==> config.mk <==
export PLATFORM = sky130hd
export DESIGN_NAME = ul_wr_ram_control_flat
export DESIGN_NICKNAME = d
export VERILOG_FILES = /design/src/rtl/ul_ram_pkg.sv /design/src/rtl/ul_wr_ram_control_if.sv /design/src/rtl/ul_sat_counter.sv /design/src/rtl/ul_wr_ram_control.sv /design/src/flat_wrapper.sv
export SDC_FILE = /design/constraint.sdc
export NUM_CORES = 1
export LEC_CHECK = 0
export BUFFER_PORTS_ARGS = -buffer_cell sky130_fd_sc_hd__buf_2
export CAP_MARGIN = 20
export CELL_PAD_IN_SITES_DETAIL_PLACEMENT = 0
export CELL_PAD_IN_SITES_GLOBAL_PLACEMENT = 1
export CORE_MARGIN = 4
export CORE_UTILIZATION = 45
export DETAILED_ROUTE_END_ITERATION = 16
export PLACE_DENSITY = 0.82
export SYNTH_ARGS = -nofsm -noshare
export SYNTH_HDL_FRONTEND = slang
export SYNTH_HIERARCHICAL = 1
export SYNTH_SLANG_ARGS = --single-unit
==> constraint.sdc <==
create_clock -name clk -period 3.95 [get_ports clk]
set_input_delay 0.79 -clock clk [delete_from_list [all_inputs] [get_ports clk]]
set_output_delay 0.79 -clock clk [all_outputs]
set_load 0.02 [all_outputs]
==> src/rtl/ul_ram_pkg.sv <==
// Constants and encodings shared by the uplink ping-pong RAM write and read controllers.
// Both controllers must agree on the bank layout and on the meaning of the bank-state bits.
package ul_ram_pkg;

  localparam int unsigned UL_BANK_WORDS = 262;
  localparam int unsigned UL_RAM0_BASE  = 0;
  localparam int unsigned UL_RAM1_BASE  = 512;
  localparam int unsigned UL_OFF_W      = 9;

  // Bank-state bit b: 1 = bank b holds a complete frame awaiting the reader.
  localparam logic BANK_FREE = 1'b0;
  localparam logic BANK_FULL = 1'b1;

  typedef enum logic [1:0] {
    S_IDLE = 2'd0,
    S_WR   = 2'd1,
    S_WAIT = 2'd2
  } ul_wr_state_e;

endpackage

==> src/rtl/ul_wr_ram_control_if.sv <==
// Uplink receive-word stream, bank handshake and RAM write port of the uplink write controller.
interface ul_wr_ram_control_if #(
  parameter int unsigned DATA_W = 10,
  parameter int unsigned ADDR_W = 10,
  parameter int unsigned CNT_W  = 16
);
  logic              UlDataRevEnable;
  logic [DATA_W-1:0] rxData;
  logic              rxDataValid;
  logic              rxFrameSync;
  logic [1:0]        UlRAM_rd_state;
  logic [1:0]        UlRAM_wr_state;
  logic              wrRAMEn;
  logic [ADDR_W-1:0] wrRAMAddr;
  logic [DATA_W-1:0] wrRAMData;
  logic              frameErr;
  logic              overflow;
  logic [CNT_W-1:0]  dropCount;

  modport master (
    output UlDataRevEnable, rxData, rxDataValid, rxFrameSync, UlRAM_rd_state,
    input  UlRAM_wr_state, wrRAMEn, wrRAMAddr, wrRAMData, frameErr, overflow, dropCount
  );

  modport slave (
    input  UlDataRevEnable, rxData, rxDataValid, rxFrameSync, UlRAM_rd_state,
    output UlRAM_wr_state, wrRAMEn, wrRAMAddr, wrRAMData, frameErr, overflow, dropCount
  );
endinterface

==> src/rtl/ul_sat_counter.sv <==
// Saturating up-counter; sticks at all-ones instead of wrapping.
module ul_sat_counter #(
  parameter int unsigned CNT_W = 16
) (
  input  logic             clk,
  input  logic             nRst,
  input  logic             i_inc,
  output logic [CNT_W-1:0] o_count
);

  logic [CNT_W-1:0] r_count;

  always_ff @(posedge clk or negedge nRst) begin
    if (!nRst) begin
      r_count <= '0;
    end else if (i_inc && (r_count != '1)) begin
      r_count <= r_count + CNT_W'(1);
    end
  end

  assign o_count = r_count;

endmodule

==> src/rtl/ul_wr_ram_control.sv <==
// Uplink ping-pong RAM write controller: writes received frames alternately into two banks
// and hands each full bank to the reader through the wr_state/rd_state handshake.
module ul_wr_ram_control
  import ul_ram_pkg::*;
#(
  parameter int unsigned DATA_W     = 10,
  parameter int unsigned ADDR_W     = 10,
  parameter int unsigned BANK_WORDS = UL_BANK_WORDS,
  parameter int unsigned RAM0_BASE  = UL_RAM0_BASE,
  parameter int unsigned RAM1_BASE  = UL_RAM1_BASE,
  parameter int unsigned CNT_W      = 16
) (
  input logic                clk,
  input logic                nRst,
  ul_wr_ram_control_if.slave bus
);

  localparam logic [UL_OFF_W-1:0] LAST_OFF = UL_OFF_W'(BANK_WORDS - 1);

  ul_wr_state_e      r_state, w_state_d;
  logic              r_bank;
  logic [UL_OFF_W-1:0] r_offset;
  logic [1:0]        r_wr_state;
  logic              r_fill_pend, r_fill_bank;
  logic              r_wr_en, r_frame_err, r_overflow;
  logic [ADDR_W-1:0] r_wr_addr;
  logic [DATA_W-1:0] r_wr_data;

  logic              w_full, w_accept, w_drop, w_frame_err, w_last, w_wr_en;
  logic [UL_OFF_W-1:0] w_wr_off;
  logic [ADDR_W-1:0] w_base, w_addr;
  logic [1:0]        w_fill_mask;

  assign w_full      = (r_wr_state[r_bank] == BANK_FULL);
  // A sync word always lands at offset 0, whether it opens a frame or restarts one.
  assign w_wr_off    = bus.rxFrameSync ? '0 : r_offset;
  assign w_base      = r_bank ? ADDR_W'(RAM1_BASE) : ADDR_W'(RAM0_BASE);
  assign w_addr      = w_base + ADDR_W'(w_wr_off);
  assign w_fill_mask = !r_fill_pend ? 2'b00 : (r_fill_bank ? 2'b10 : 2'b01);

  always_ff @(posedge clk or negedge nRst) begin
    if (!nRst) begin
      r_state <= S_IDLE;
    end else begin
      r_state <= w_state_d;
    end
  end

  always_comb begin
    w_state_d = r_state;
    if (!bus.UlDataRevEnable) begin
      w_state_d = S_IDLE;
    end else if (bus.rxDataValid) begin
      unique case (r_state)
        S_IDLE:  if (bus.rxFrameSync) w_state_d = w_full ? S_WAIT : S_WR;
        S_WAIT:  if (bus.rxFrameSync && !w_full) w_state_d = S_WR;
        S_WR:    if (!bus.rxFrameSync && (r_offset == LAST_OFF)) w_state_d = S_IDLE;
        default: w_state_d = S_IDLE;
      endcase
    end
  end

  always_comb begin
    w_accept    = 1'b0;
    w_drop      = 1'b0;
    w_frame_err = 1'b0;
    w_last      = 1'b0;
    w_wr_en     = 1'b0;
    if (bus.UlDataRevEnable && bus.rxDataValid) begin
      unique case (r_state)
        S_IDLE: begin
          w_accept = bus.rxFrameSync && !w_full;
          w_drop   = bus.rxFrameSync && w_full;
        end
        S_WAIT: begin
          w_accept = bus.rxFrameSync && !w_full;
          w_drop   = !w_accept;
        end
        S_WR: begin
          w_wr_en     = 1'b1;
          w_frame_err = bus.rxFrameSync && (r_offset != '0);
          w_last      = !bus.rxFrameSync && (r_offset == LAST_OFF);
        end
        default: ;
      endcase
    end
    w_wr_en = w_wr_en | w_accept;
  end

  always_ff @(posedge clk or negedge nRst) begin
    if (!nRst) begin
      r_bank      <= 1'b0;
      r_offset    <= '0;
      r_wr_state  <= {2{BANK_FREE}};
      r_fill_pend <= 1'b0;
      r_fill_bank <= 1'b0;
      r_wr_en     <= 1'b0;
      r_wr_addr   <= '0;
      r_wr_data   <= '0;
      r_frame_err <= 1'b0;
      r_overflow  <= 1'b0;
    end else if (!bus.UlDataRevEnable) begin
      r_bank      <= 1'b0;
      r_offset    <= '0;
      r_wr_state  <= {2{BANK_FREE}};
      r_fill_pend <= 1'b0;
      r_wr_en     <= 1'b0;
      r_frame_err <= 1'b0;
      r_overflow  <= 1'b0;
    end else begin
      r_wr_en     <= w_wr_en;
      r_frame_err <= w_frame_err;
      r_overflow  <= w_drop;
      if (w_wr_en) begin
        r_wr_addr <= w_addr;
        r_wr_data <= bus.rxData;
        r_offset  <= w_last ? '0 : w_wr_off + UL_OFF_W'(1);
      end
      if (w_last) r_bank <= ~r_bank;
      // Full flag trails the last write by one cycle so the reader never sees a half-written bank.
      r_fill_pend <= w_last;
      r_fill_bank <= r_bank;
      r_wr_state  <= (r_wr_state & ~bus.UlRAM_rd_state) | w_fill_mask;
    end
  end

  ul_sat_counter #(
    .CNT_W(CNT_W)
  ) u_drop_cnt (
    .clk    (clk),
    .nRst   (nRst),
    .i_inc  (w_drop),
    .o_count(bus.dropCount)
  );

  assign bus.UlRAM_wr_state = r_wr_state;
  assign bus.wrRAMEn        = r_wr_en;
  assign bus.wrRAMAddr      = r_wr_addr;
  assign bus.wrRAMData      = r_wr_data;
  assign bus.frameErr       = r_frame_err;
  assign bus.overflow       = r_overflow;

endmodule

==> src/flat_wrapper.sv <==
// flat-port wrapper written by rule: the top's interface ports become plain ports
module ul_wr_ram_control_flat import ul_ram_pkg::*;
#(
  parameter int unsigned DATA_W     = 10,
  parameter int unsigned ADDR_W     = 10,
  parameter int unsigned BANK_WORDS = UL_BANK_WORDS,
  parameter int unsigned RAM0_BASE  = UL_RAM0_BASE,
  parameter int unsigned RAM1_BASE  = UL_RAM1_BASE,
  parameter int unsigned CNT_W      = 16
)
  (clk, nRst, bus_UlDataRevEnable, bus_rxData, bus_rxDataValid, bus_rxFrameSync, bus_UlRAM_rd_state, bus_UlRAM_wr_state, bus_wrRAMEn, bus_wrRAMAddr, bus_wrRAMData, bus_frameErr, bus_overflow, bus_dropCount);
  ul_wr_ram_control_if #(.DATA_W(DATA_W), .ADDR_W(ADDR_W), .CNT_W(CNT_W)) bus_i ();
  input logic clk;
  input logic nRst;
  input wire logic [$bits(bus_i.UlDataRevEnable)-1:0] bus_UlDataRevEnable;
  input wire logic [$bits(bus_i.rxData)-1:0] bus_rxData;
  input wire logic [$bits(bus_i.rxDataValid)-1:0] bus_rxDataValid;
  input wire logic [$bits(bus_i.rxFrameSync)-1:0] bus_rxFrameSync;
  input wire logic [$bits(bus_i.UlRAM_rd_state)-1:0] bus_UlRAM_rd_state;
  output wire logic [$bits(bus_i.UlRAM_wr_state)-1:0] bus_UlRAM_wr_state;
  output wire logic [$bits(bus_i.wrRAMEn)-1:0] bus_wrRAMEn;
  output wire logic [$bits(bus_i.wrRAMAddr)-1:0] bus_wrRAMAddr;
  output wire logic [$bits(bus_i.wrRAMData)-1:0] bus_wrRAMData;
  output wire logic [$bits(bus_i.frameErr)-1:0] bus_frameErr;
  output wire logic [$bits(bus_i.overflow)-1:0] bus_overflow;
  output wire logic [$bits(bus_i.dropCount)-1:0] bus_dropCount;
  assign bus_i.UlDataRevEnable = bus_UlDataRevEnable;
  assign bus_i.rxData = bus_rxData;
  assign bus_i.rxDataValid = bus_rxDataValid;
  assign bus_i.rxFrameSync = bus_rxFrameSync;
  assign bus_i.UlRAM_rd_state = bus_UlRAM_rd_state;
  assign bus_UlRAM_wr_state = bus_i.UlRAM_wr_state;
  assign bus_wrRAMEn = bus_i.wrRAMEn;
  assign bus_wrRAMAddr = bus_i.wrRAMAddr;
  assign bus_wrRAMData = bus_i.wrRAMData;
  assign bus_frameErr = bus_i.frameErr;
  assign bus_overflow = bus_i.overflow;
  assign bus_dropCount = bus_i.dropCount;
  ul_wr_ram_control #(.DATA_W(DATA_W), .ADDR_W(ADDR_W), .BANK_WORDS(BANK_WORDS), .RAM0_BASE(RAM0_BASE), .RAM1_BASE(RAM1_BASE), .CNT_W(CNT_W)) u_core (.clk(clk), .nRst(nRst), .bus(bus_i));
endmodule
Word-level counts from Yosys, hierarchy flattened
Index checks and enable logic that the tools add are counted.

Add/subtract/negate cells: 3. $mul: 0. Div/mod/pow operators: 0. Magnitude comparators: 1. Equality and inequality tests: 10. Shift operators: 0. Muxes and demuxes: 33. Bitwise gates (word level): 5. Reduce and logical (&&, ||, !) cells: 14.

Operator list (count): two-way mux 9 bit (4); two-way mux 2 bit (9); two-way mux 1 bit (17); adder 16 x 1 -> 16 bit (second input constant) (1); != test 16 bit (second input constant) (1); adder 10 x 9 -> 10 bit (1); two-way mux 10 bit (1); adder 9 x 1 -> 9 bit (second input constant) (1); == test 9 bit (second input constant) (1); nonzero test 9 bit (1); logical AND 1 bit (6); != test 2 x 1 -> 1 bit (second input constant) (3); != test 3 x 2 -> 1 bit (second input constant) (2); case mux 2 bit (3 select lines) (1); AND reduction 4 bit (1); zero test 1 bit (3); != test 3 bit (second input constant) (1); AND 2 bit (1); == test 2 x 1 -> 1 bit (second input constant) (1); == test 2 bit (second input constant) (1); zero test 2 bit (1); less-than comparator 1 x 2 -> 1 bit (second input constant) (1); NOT 2 bit (1); OR 2 bit (1); 5 further kinds (5).

Bits in registers: 55. Bits in latches: 0. Memory bits (writable): 0. ROM bits: 0. Bits of input ports: 17. Output and inout bits: 41. Logic and storage cells: 78. Memories kept: 0.

Depth between registers and ports, before layout
Gate-level depths: netlist of run 1.

Depth in word-level cells: 9. Gate-level depth with buffers: 9. Gate-level depth less buffers: 7.

By module
Netlist of run 1, hierarchy kept.

By module, submodules not included: ul_wr_ram_control (instances 1, cells an instance 190, area each 1830.5 µm², sequential area each 975.9 µm²); ul_sat_counter (instances 1, cells an instance 72, area each 859.6 µm², sequential area each 400.4 µm²).

Worst setup path before layout of run 1
No wires, ideal clock.

Kind: input-to-reg. From: input bus_rxFrameSync. To: register u_core.u_drop_cnt.r_count[5] (netlist: u_core/u_drop_cnt/o_count[5]). Setup time: 0.119 ns. Data arrival time: 2.367 ns. Required time: 3.831 ns. Slack: 1.465 ns. Stages: 9. Buffers on the path: 2. Path through: buf_2 > clkbuf_1 > nor2_1 > a21oi_1 > and3_1 > and3_1 > and4_2 > o211ai_1 > o21a_1.

Longest elaborated chain between the ends: 5. Elaborated cells between the ends (all ways): 6. Classes of those cells: mux: 2; reduce/logical: 4.

Ends and longest elaborated chain: from (decl) (line flat_wrapper.sv:18) `input wire logic [$bits(bus_i.rxFrameSync)-1:0] bus_rxFrameSync;`; logical AND 1 bit (line ul_wr_ram_control.sv:76) `w_accept = bus.rxFrameSync && !w_full;`; zero test 1 bit (line ul_wr_ram_control.sv:77) `w_drop = !w_accept;`; case mux 1 bit (2 select lines) * (line ul_wr_ram_control.sv:70) `unique case (r_state)`; two-way mux 1 bit * (line ul_wr_ram_control.sv:69) `if (bus.UlDataRevEnable && bus.rxDataValid) begin`; named net u_core.w_drop (line ul_wr_ram_control.sv:29) `logic w_full, w_accept, w_drop, w_frame_err, w_last, w_wr_en;`; logical AND 1 bit * (line ul_sat_counter.sv:16) `end else if (i_inc && (r_count != '1)) begin`; to (signal assigned) (line ul_sat_counter.sv:17) `r_count <= r_count + CNT_W'(1);`; to (decl) (line ul_sat_counter.sv:11) `logic [CNT_W-1:0] r_count;`.

The timed path passes the listed nets; every way through them passes the cells marked *. A chain may end at the register's enable or synchronous reset.

Worst setup path after layout of run 1
From: input bus_UlDataRevEnable. To: register u_core.r_offset[5].

Longest elaborated chain between the ends: 5. Elaborated cells between the ends (all ways): 9. Classes of those cells: eq/ne: 1; mux: 6; bitwise: 1; reduce/logical: 1.

Ends and longest elaborated chain: from (decl) (line flat_wrapper.sv:15) `input wire logic [$bits(bus_i.UlDataRevEnable)-1:0] bus_UlDataRevEnable;`; logical AND 1 bit (line ul_wr_ram_control.sv:69); two-way mux 1 bit (line ul_wr_ram_control.sv:69); two-way mux 9 bit (line ul_wr_ram_control.sv:117) `r_offset <= w_last ? '0 : w_wr_off + UL_OFF_W'(1);`; two-way mux 9 bit (line ul_wr_ram_control.sv:114) `if (w_wr_en) begin`; two-way mux 9 bit (line ul_wr_ram_control.sv:102) `end else if (!bus.UlDataRevEnable) begin`; to (signal assigned) (line ul_wr_ram_control.sv:117); to (decl) (line ul_wr_ram_control.sv:22) `logic [UL_OFF_W-1:0] r_offset;`.

Parallel ways exist; a longest one is shown, timed or not. The select of a mux whose other input is x is not followed.

==> impl_metrics.py, run 1 <==
metrics = {
    "global_routing": {
        "grt_max_degree": 42,
        "grt_pass1_wl_um": 9930,
        "overflow": 0,
        "grt_pass1_vias": 1963,
        "antenna_found_initial": 0,
        "track_usage": 0.167,
    },
    "clocking": {
        "post_cts_buffers": 0,
        "holdBufCountCts": 0,
        "insertion_delay_ns": 0.30,
        "cts-resized-gates": 0,
        "clock-sinks": 55,
        "numCtsBuffers": 5,
        "cts_root_buf": "clkbuf_8",
        "clkTransAtPathRegs_ns": 0.10,
        "cts-htree-levels": 2,
        "clk_path_buf_depth": 2,
        "cts_tree": "built",
    },
    "worst_setup_path": {
        "startpoint": "bus_UlDataRevEnable",
        "arrival_ns": 2.56,
        "critPathMaxFanout": 30,
        "r2r_setup_slack_ns": 1.79,
        "endpoint_kind": "register",
        "crit_path_max_incr_delay_ns": 0.40,
        "crit_end": "u_core/r_offset[5]$_DFFE_PN0P_",
        "worst-r2r-cell-count": 7,
        "required_ns": 4.15,
        "path_cells": "buf_2 > and4b_1 > a41oi_2 > buf_4 > inv_2 > o21ai_0 > a32o_1",
        "worstSetupPathType": "in -> reg",
        "slowest_stage": "and4b_1",
        "critPathLaunchType": "input pin",
        "r2r_start": "u_core/r_bank$_DFFE_PN0P_",
        "r2r-end": "u_core/u_drop_cnt/o_count[7]$_DFFE_PN0P_",
    },
    "floorplan": {
        "die_h_um": 85.3,
        "initial_core_util": 0.477,
        "die_area_sq_mm": 0.00728,
        "die_w_um": 85.3,
        "rows": 27,
        "boundaryPins": 58,
        "core_sq_mm": 0.00564,
    },
    "sta": {
        "finalCritPeriodShare": 0.599,
        "rsz0062_at_grt": "false",
        "timing.fmax_mhz": 423,
        "tightest_slew_ns": 0.888,
        "finClkSkew_ns": 0.00574,
        "slew_viol_final": 0,
        "timing.final.crit_period_ns": 2.36,
        "fin_tns_setup_ns": 0,
        "slew-limit-headroom": 0.408,
        "hold_viol": 0,
        "finalSetupViolCount": 0,
    },
    "pwr": {
        "pwr-share-comb": 0.175,
        "p_seq_frac": 0.562,
        "p_leak_nw": 1.57,
        "p_per_area_mw_per_mm2": 372,
        "sw_frac_of_total": 0.307,
        "clkPwrFrac": 0.263,
        "power.switching_w": 0.000354,
        "peakVddDrop_v": 0.000185,
        "p_int_w": 0.000797,
    },
    "place": {
        "placed_cell_area_sq_mm": 0.00301,
        "place.gp.congestion": 0.808,
        "placement.io_buffers": 57,
        "dpl.hpwl_um": 4260,
    },
    "routing": {
        "wirelength_um": 5840,
        "vias": 2175,
        "routedWlPerCell_um": 14.9,
        "final_antenna_net_count": 0,
        "vias_per_cell": 5.56,
        "drtIter0Drc": 101,
        "route.detailed.drc": 0,
        "drtPass1Iterations": 4,
    },
    "logic_synthesis": {
        "synth_warnings": 6,
        "yosysMostFrequentCell": "nand2_1",
        "synthArstFlopShare": 1.00,
        "ys_types": 58,
        "synth-main-ff-cell": "dfrtp_1",
        "synth_top_cell_by_area": "dfrtp_1",
        "synth_edf_count": 0,
        "syn_inst": 262,
        "yosys-top-cells-area": "dfrtp_1 (51%), nand2_1 (8.1%), nand4_1 (2.6%)",
        "synth_commonest_cells": "nand2_1 (58), dfrtp_1 (55), nand3_1 (13)",
        "netlist.area_leader.share": 0.512,
        "netlist_area_sq_mm": 0.00269,
        "ys_seq_area_frac": 0.512,
        "synth-seq-cells": 55,
        "syn-num-nets": 281,
        "syn-mean-instance-area_sq_um": 10.3,
    },
    "finish": {
        "syn_to_final_growth_pct": 15.1,
        "layout.nets": 337,
        "layout-drive-gt1-share": 0.260,
        "stdcell_area_sq_mm": 0.00310,
        "antenna_cells": 0,
    },
    "worst_hold_path": {
        "holdCritStartpoint": "u_core/bus.wrRAMData[6]$_DFFE_PN0P_",
        "hold_class": "reg -> reg",
    },
    "run_status": {
        "status": "complete, no violations",
    },
    "job": {
        "maxCapViolCount": 0,
    },
}
==> flip-flops by register name (all words and copies together) (netlist names) <==
name and cells:
u_core/r_fill_pend 1, u_core/r_offset 9, u_core/r_bank 1, u_core/bus.wrRAMAddr 10
u_core/bus.UlRAM_wr_state 2, u_core/bus.wrRAMEn 1, u_core/bus.overflow 1, u_core/r_state 2
u_core/u_drop_cnt/o_count 16, u_core/bus.wrRAMData 10, u_core/bus.frameErr 1, u_core/r_fill_bank 1
==> metrics by stage <==
stage               utilization  std cells  power (W)  hold WS [ns]  setup slack, ns
detailed placement        0.534        383   0.000865         0.452             1.25
global route              0.549        391    0.00122         0.491             1.44
global placement          0.534        383   0.000860         0.448             1.32
CTS                       0.549        391    0.00117         0.476             1.59
finish                    0.549        391    0.00115         0.469             1.59
floorplan                     -        262   0.000780         0.494             1.46
==> layer usage <==
| metal | wire length, um | part of all wire | GRT usage |
|---|---|---|---|
| met4 | 65 | 0.011 | 0.0388 |
| met5 | 0 | 0 | 0 |
| met2 | 2380 | 0.41 | 0.234 |
| met3 | 528 | 0.090 | 0.0398 |
| met1 | 2870 | 0.49 | 0.259 |
==> how the worst min path moves through the flow <==
stage	cells after the start	slack [ns]	endpoint
floorplan	0	0.49	u_core/bus.UlRAM_wr_state[0]$_DFF_PN0_
global placement	2	0.45	u_core/bus.wrRAMData[8]$_DFFE_PN0P_
detailed placement	2	0.45	u_core/bus.wrRAMData[6]$_DFFE_PN0P_
finish	2	0.47	u_core/bus.wrRAMData[6]$_DFFE_PN0P_
CTS	2	0.48	u_core/bus.wrRAMData[6]$_DFFE_PN0P_
global route	2	0.49	u_core/bus.wrRAMData[6]$_DFFE_PN0P_
==> cells by family (layout without fill, tap and decap cells) <==
| logic type | Yosys count | in the layout | share of synthesized area |
|---|---|---|---|
| fa+ha+maj | 2 | 2 | 0.00930 |
| buf+inv | 18 | 75 | 0.0372 |
| compound gates | 45 | 45 | 0.126 |
| simple gates | 129 | 129 | 0.269 |
| mux | 4 | 4 | 0.0177 |
| flops | 55 | 55 | 0.512 |
| xor+xnor | 9 | 9 | 0.0293 |
==> power by group through the flow <==
stage                     clock (W)  sequential [W]  combinational [W]
after detailed placement          0        0.000659           0.000205
after global placement            0        0.000658           0.000202
after CTS                  0.000319        0.000648           0.000205
after floorplan                   0        0.000704          0.0000754
final                      0.000302        0.000647           0.000201
after global routing       0.000342        0.000655           0.000226
==> layout by cell type, fill, tap and decap left out, types with 2 or more instances in the layout <==
master / netlist / final
nor2_1: 9 / 9
a21oi_1: 4 / 4
buf_4: 2 / 2
a31oi_1: 5 / 5
o21ai_1: 3 / 3
nand2b_1: 2 / 2
and2_1: 3 / 3
clkbuf_8: 0 / 5
xnor2_1: 6 / 6
inv_1: 7 / 7
nor2b_1: 3 / 3
o211ai_1: 2 / 2
o31ai_1: 4 / 4
o21a_1: 5 / 5
xor2_1: 3 / 3
nand3_1: 13 / 13
nand2_1: 58 / 58
dfrtp_1: 55 / 55
and4b_1: 3 / 3
a32oi_1: 3 / 3
and4_1: 2 / 2
nand4_1: 11 / 11
o22ai_1: 2 / 2
o21ai_0: 7 / 7
nor4_4: 2 / 2
and3_1: 7 / 7
nor3_1: 3 / 3
buf_2: 2 / 57
ha_1: 2 / 2
==> critical path, delay by kind of cell <==
kind                   cells  cell delay, ns
buffers and inverters      3            0.89
and+or+nand+nor            1            0.40
AOI/OAI and AO/OA          3            0.46
==> final cells by class <==
cell class / instances / area [sq um]
fill: 532 / 2550
sequential: 55 / 1380
multi-input combinational: 189 / 1210
timing repair buffer: 59 / 300
tap: 72 / 90.1
clock buffer: 6 / 72.6
inverter: 8 / 30.0
clock inverter: 2 / 12.5
Note: power is estimated with default switching activity, not from simulation.
==> inputs of run 2 (changes only) <==
Settings changed: CORE_UTILIZATION 45 to 37, PLACE_DENSITY 0.82 to 0.72.
Clock period 3.95 ns to 2.07 ns, I/O delays scaled along.
==> run 2 against run 1 <==
Compared with the run above: combinational power is 100% higher; hold slack worse by 0.39 ns; worst setup slack worse by 1.4 ns; via count is 0.87% higher; clock skew is 0.00075 ns lower; sequential share of layout area is 2.3 points lower; sequential cell count stayed put; design area is 5.6% higher; clock power is 140% higher; non-clock buffer count is 13 higher; critical path type is now reg -> reg; largest power group unchanged.
==> impl_metrics.py, run 2 (synthesized netlist as in run 1, its figures left out) <==
metrics = {
    "run_status": {
        "status": "complete, no violations",
    },
    "routing": {
        "final_antenna_net_count": 0,
        "route.detailed.drc": 0,
        "vias": 2194,
        "drtIter0Drc": 104,
        "vias_per_cell": 5.13,
        "routedWlPerCell_um": 14.4,
        "wirelength_um": 6160,
        "drtPass1Iterations": 4,
    },
    "clocking": {
        "cts-htree-levels": 2,
        "post_cts_buffers": 0,
        "clock-sinks": 55,
        "cts_root_buf": "clkbuf_8",
        "cts_tree": "built",
        "insertion_delay_ns": 0.30,
        "clk_path_buf_depth": 2,
        "clkTransAtPathRegs_ns": 0.09,
        "numCtsBuffers": 5,
        "holdBufCountCts": 0,
        "cts-resized-gates": 0,
    },
    "floorplan": {
        "die_area_sq_mm": 0.00870,
        "die_w_um": 93.3,
        "core_sq_mm": 0.00694,
        "boundaryPins": 58,
        "die_h_um": 93.3,
        "initial_core_util": 0.387,
        "rows": 30,
    },
    "worst_setup_path": {
        "arrival_ns": 2.07,
        "crit_path_max_incr_delay_ns": 0.42,
        "required_ns": 2.27,
        "crit_path_frequent_cell": "and3_1",
        "path_cells": "nor2b_1 > and3_1 > and3_1 > and4_2 > o211ai_1 > o21a_1",
        "critPathLaunchType": "register",
        "endpoint_kind": "register",
        "critPathMaxFanout": 5,
        "slowest_stage": "dfrtp_1",
        "critPathBufInv": 0,
        "worstSetupPathType": "reg -> reg",
        "crit_family": "simple AND/OR/NAND/NOR gates",
    },
    "pwr": {
        "peakVddDrop_v": 0.000247,
        "p_leak_nw": 1.66,
        "p_per_area_mw_per_mm2": 725,
    },
    "place": {
        "dpl.hpwl_um": 4480,
        "placement.io_buffers": 57,
        "pre_cts_ws_ns": 0.0954,
        "place.gp.congestion": 0.778,
    },
    "global_routing": {
        "grt_pass1_wl_um": 10700,
        "grt_pass1_vias": 2159,
        "overflow": 0,
        "track_usage": 0.152,
        "antenna_found_initial": 0,
        "grt_max_degree": 56,
    },
    "finish": {
        "regArea_sq_mm": 0.00138,
        "fillers": 682,
        "antenna_cells": 0,
        "layout_commonest_cell": "nand2_1",
        "layout.nets": 350,
        "layout-drive-gt1-share": 0.292,
        "mostFrequentLayoutCells": "nand2_1 (58), buf_2 (57), dfrtp_1 (55)",
        "multi_input_area_sq_mm": 0.00121,
        "largest_register_ffs": 16,
        "syn_to_final_growth_pct": 21.5,
    },
    "sta": {
        "fin_tns_setup_ns": 0,
        "slew_viol_final": 0,
        "finClkSkew_ns": 0.00498,
        "finalCritPeriodShare": 0.907,
        "rsz0062_at_grt": "false",
        "slew-limit-headroom": 0.721,
        "timing.fmax_mhz": 533,
        "fin_ws_ns": 0.193,
        "timing.final.crit_period_ns": 1.88,
        "finalSetupViolCount": 0,
        "hold_viol": 0,
        "tightest_slew_ns": 0.418,
    },
    "worst_hold_path": {
        "hold_class": "in -> async",
    },
    "job": {
        "maxCapViolCount": 0,
    },
}
run 2: changes by cell type in the layout (fill, tap and decap cells not counted):
cell        change
clkinvlp_4      -1
buf_4          +12
clkbuf_8        +1
clkbuf_1        -1
buf_12          +1
bufinv_16       +1
run 2: layout make-up:
cell class                      count  area share
Clock buffer                        6      0.0253
Clock inverter                      2      0.0107
Inverter                            8     0.00919
Multi-Input combinational cell    189       0.371
Sequential cell                    55       0.421
Tap cell                           96      0.0368
Timing Repair Buffer               72       0.126
run 2: power breakdown:
group | leakage [nW] | switching [W] | internal (W)
clock | 0.0612 | 0.000343 | 0.000392
combinational | 0.849 | 0.000260 | 0.000141
sequential | 0.746 | 0.0000796 | 0.00115
run 2: worst paths after layout:
path / from / end / depth (start not counted) / slack, ns
setup / recovery: u_core/r_state[0]$_DFFE_PN0P_ / u_core/u_drop_cnt/o_count[5]$_DFFE_PN0P_ / 6 / 0.19
hold / removal: nRst / u_core/r_offset[2]$_DFFE_PN0P_ / 2 / 0.08
setup reg to reg: u_core/r_state[0]$_DFFE_PN0P_ / u_core/u_drop_cnt/o_count[5]$_DFFE_PN0P_ / 6 / 0.19
hold reg to reg: u_core/bus.wrRAMAddr[5]$_DFFE_PN0P_ / u_core/bus.wrRAMAddr[5]$_DFFE_PN0P_ / 2 / 0.47
max in group asynchronous: nRst / u_core/bus.wrRAMAddr[8]$_DFFE_PN0P_ / 2 / 1.73
min in group clk: bus_rxData[4] / u_core/bus.wrRAMData[4]$_DFFE_PN0P_ / 3 / 0.30
run 2: per-layer routing:
metal,share of wire,track usage
met1,0.49,0.220
met2,0.44,0.233
met3,0.059,0.0322
met4,0.0062,0.0366
met5,0,0
run 2: stage by stage:
stage               instances  cell area [sq um]  total power [W]  hold slack [ns]   util
detailed placement        420               3150          0.00167            0.441  0.454
finish                    428               3270          0.00237           0.0795  0.471
global route              428               3270          0.00251           0.0987  0.471
CTS                       428               3270          0.00241            0.102  0.471
floorplan                 262               2690          0.00149            0.118      -
global placement          420               3150          0.00166            0.437  0.454
run 2: worst register-to-register path, cell delays in order (launching register included):
cell,delay [ns]
dfrtp_1,0.42
nor2b_1,0.30
and3_1,0.34
and3_1,0.24
and4_2,0.26
o211ai_1,0.09
o21a_1,0.12
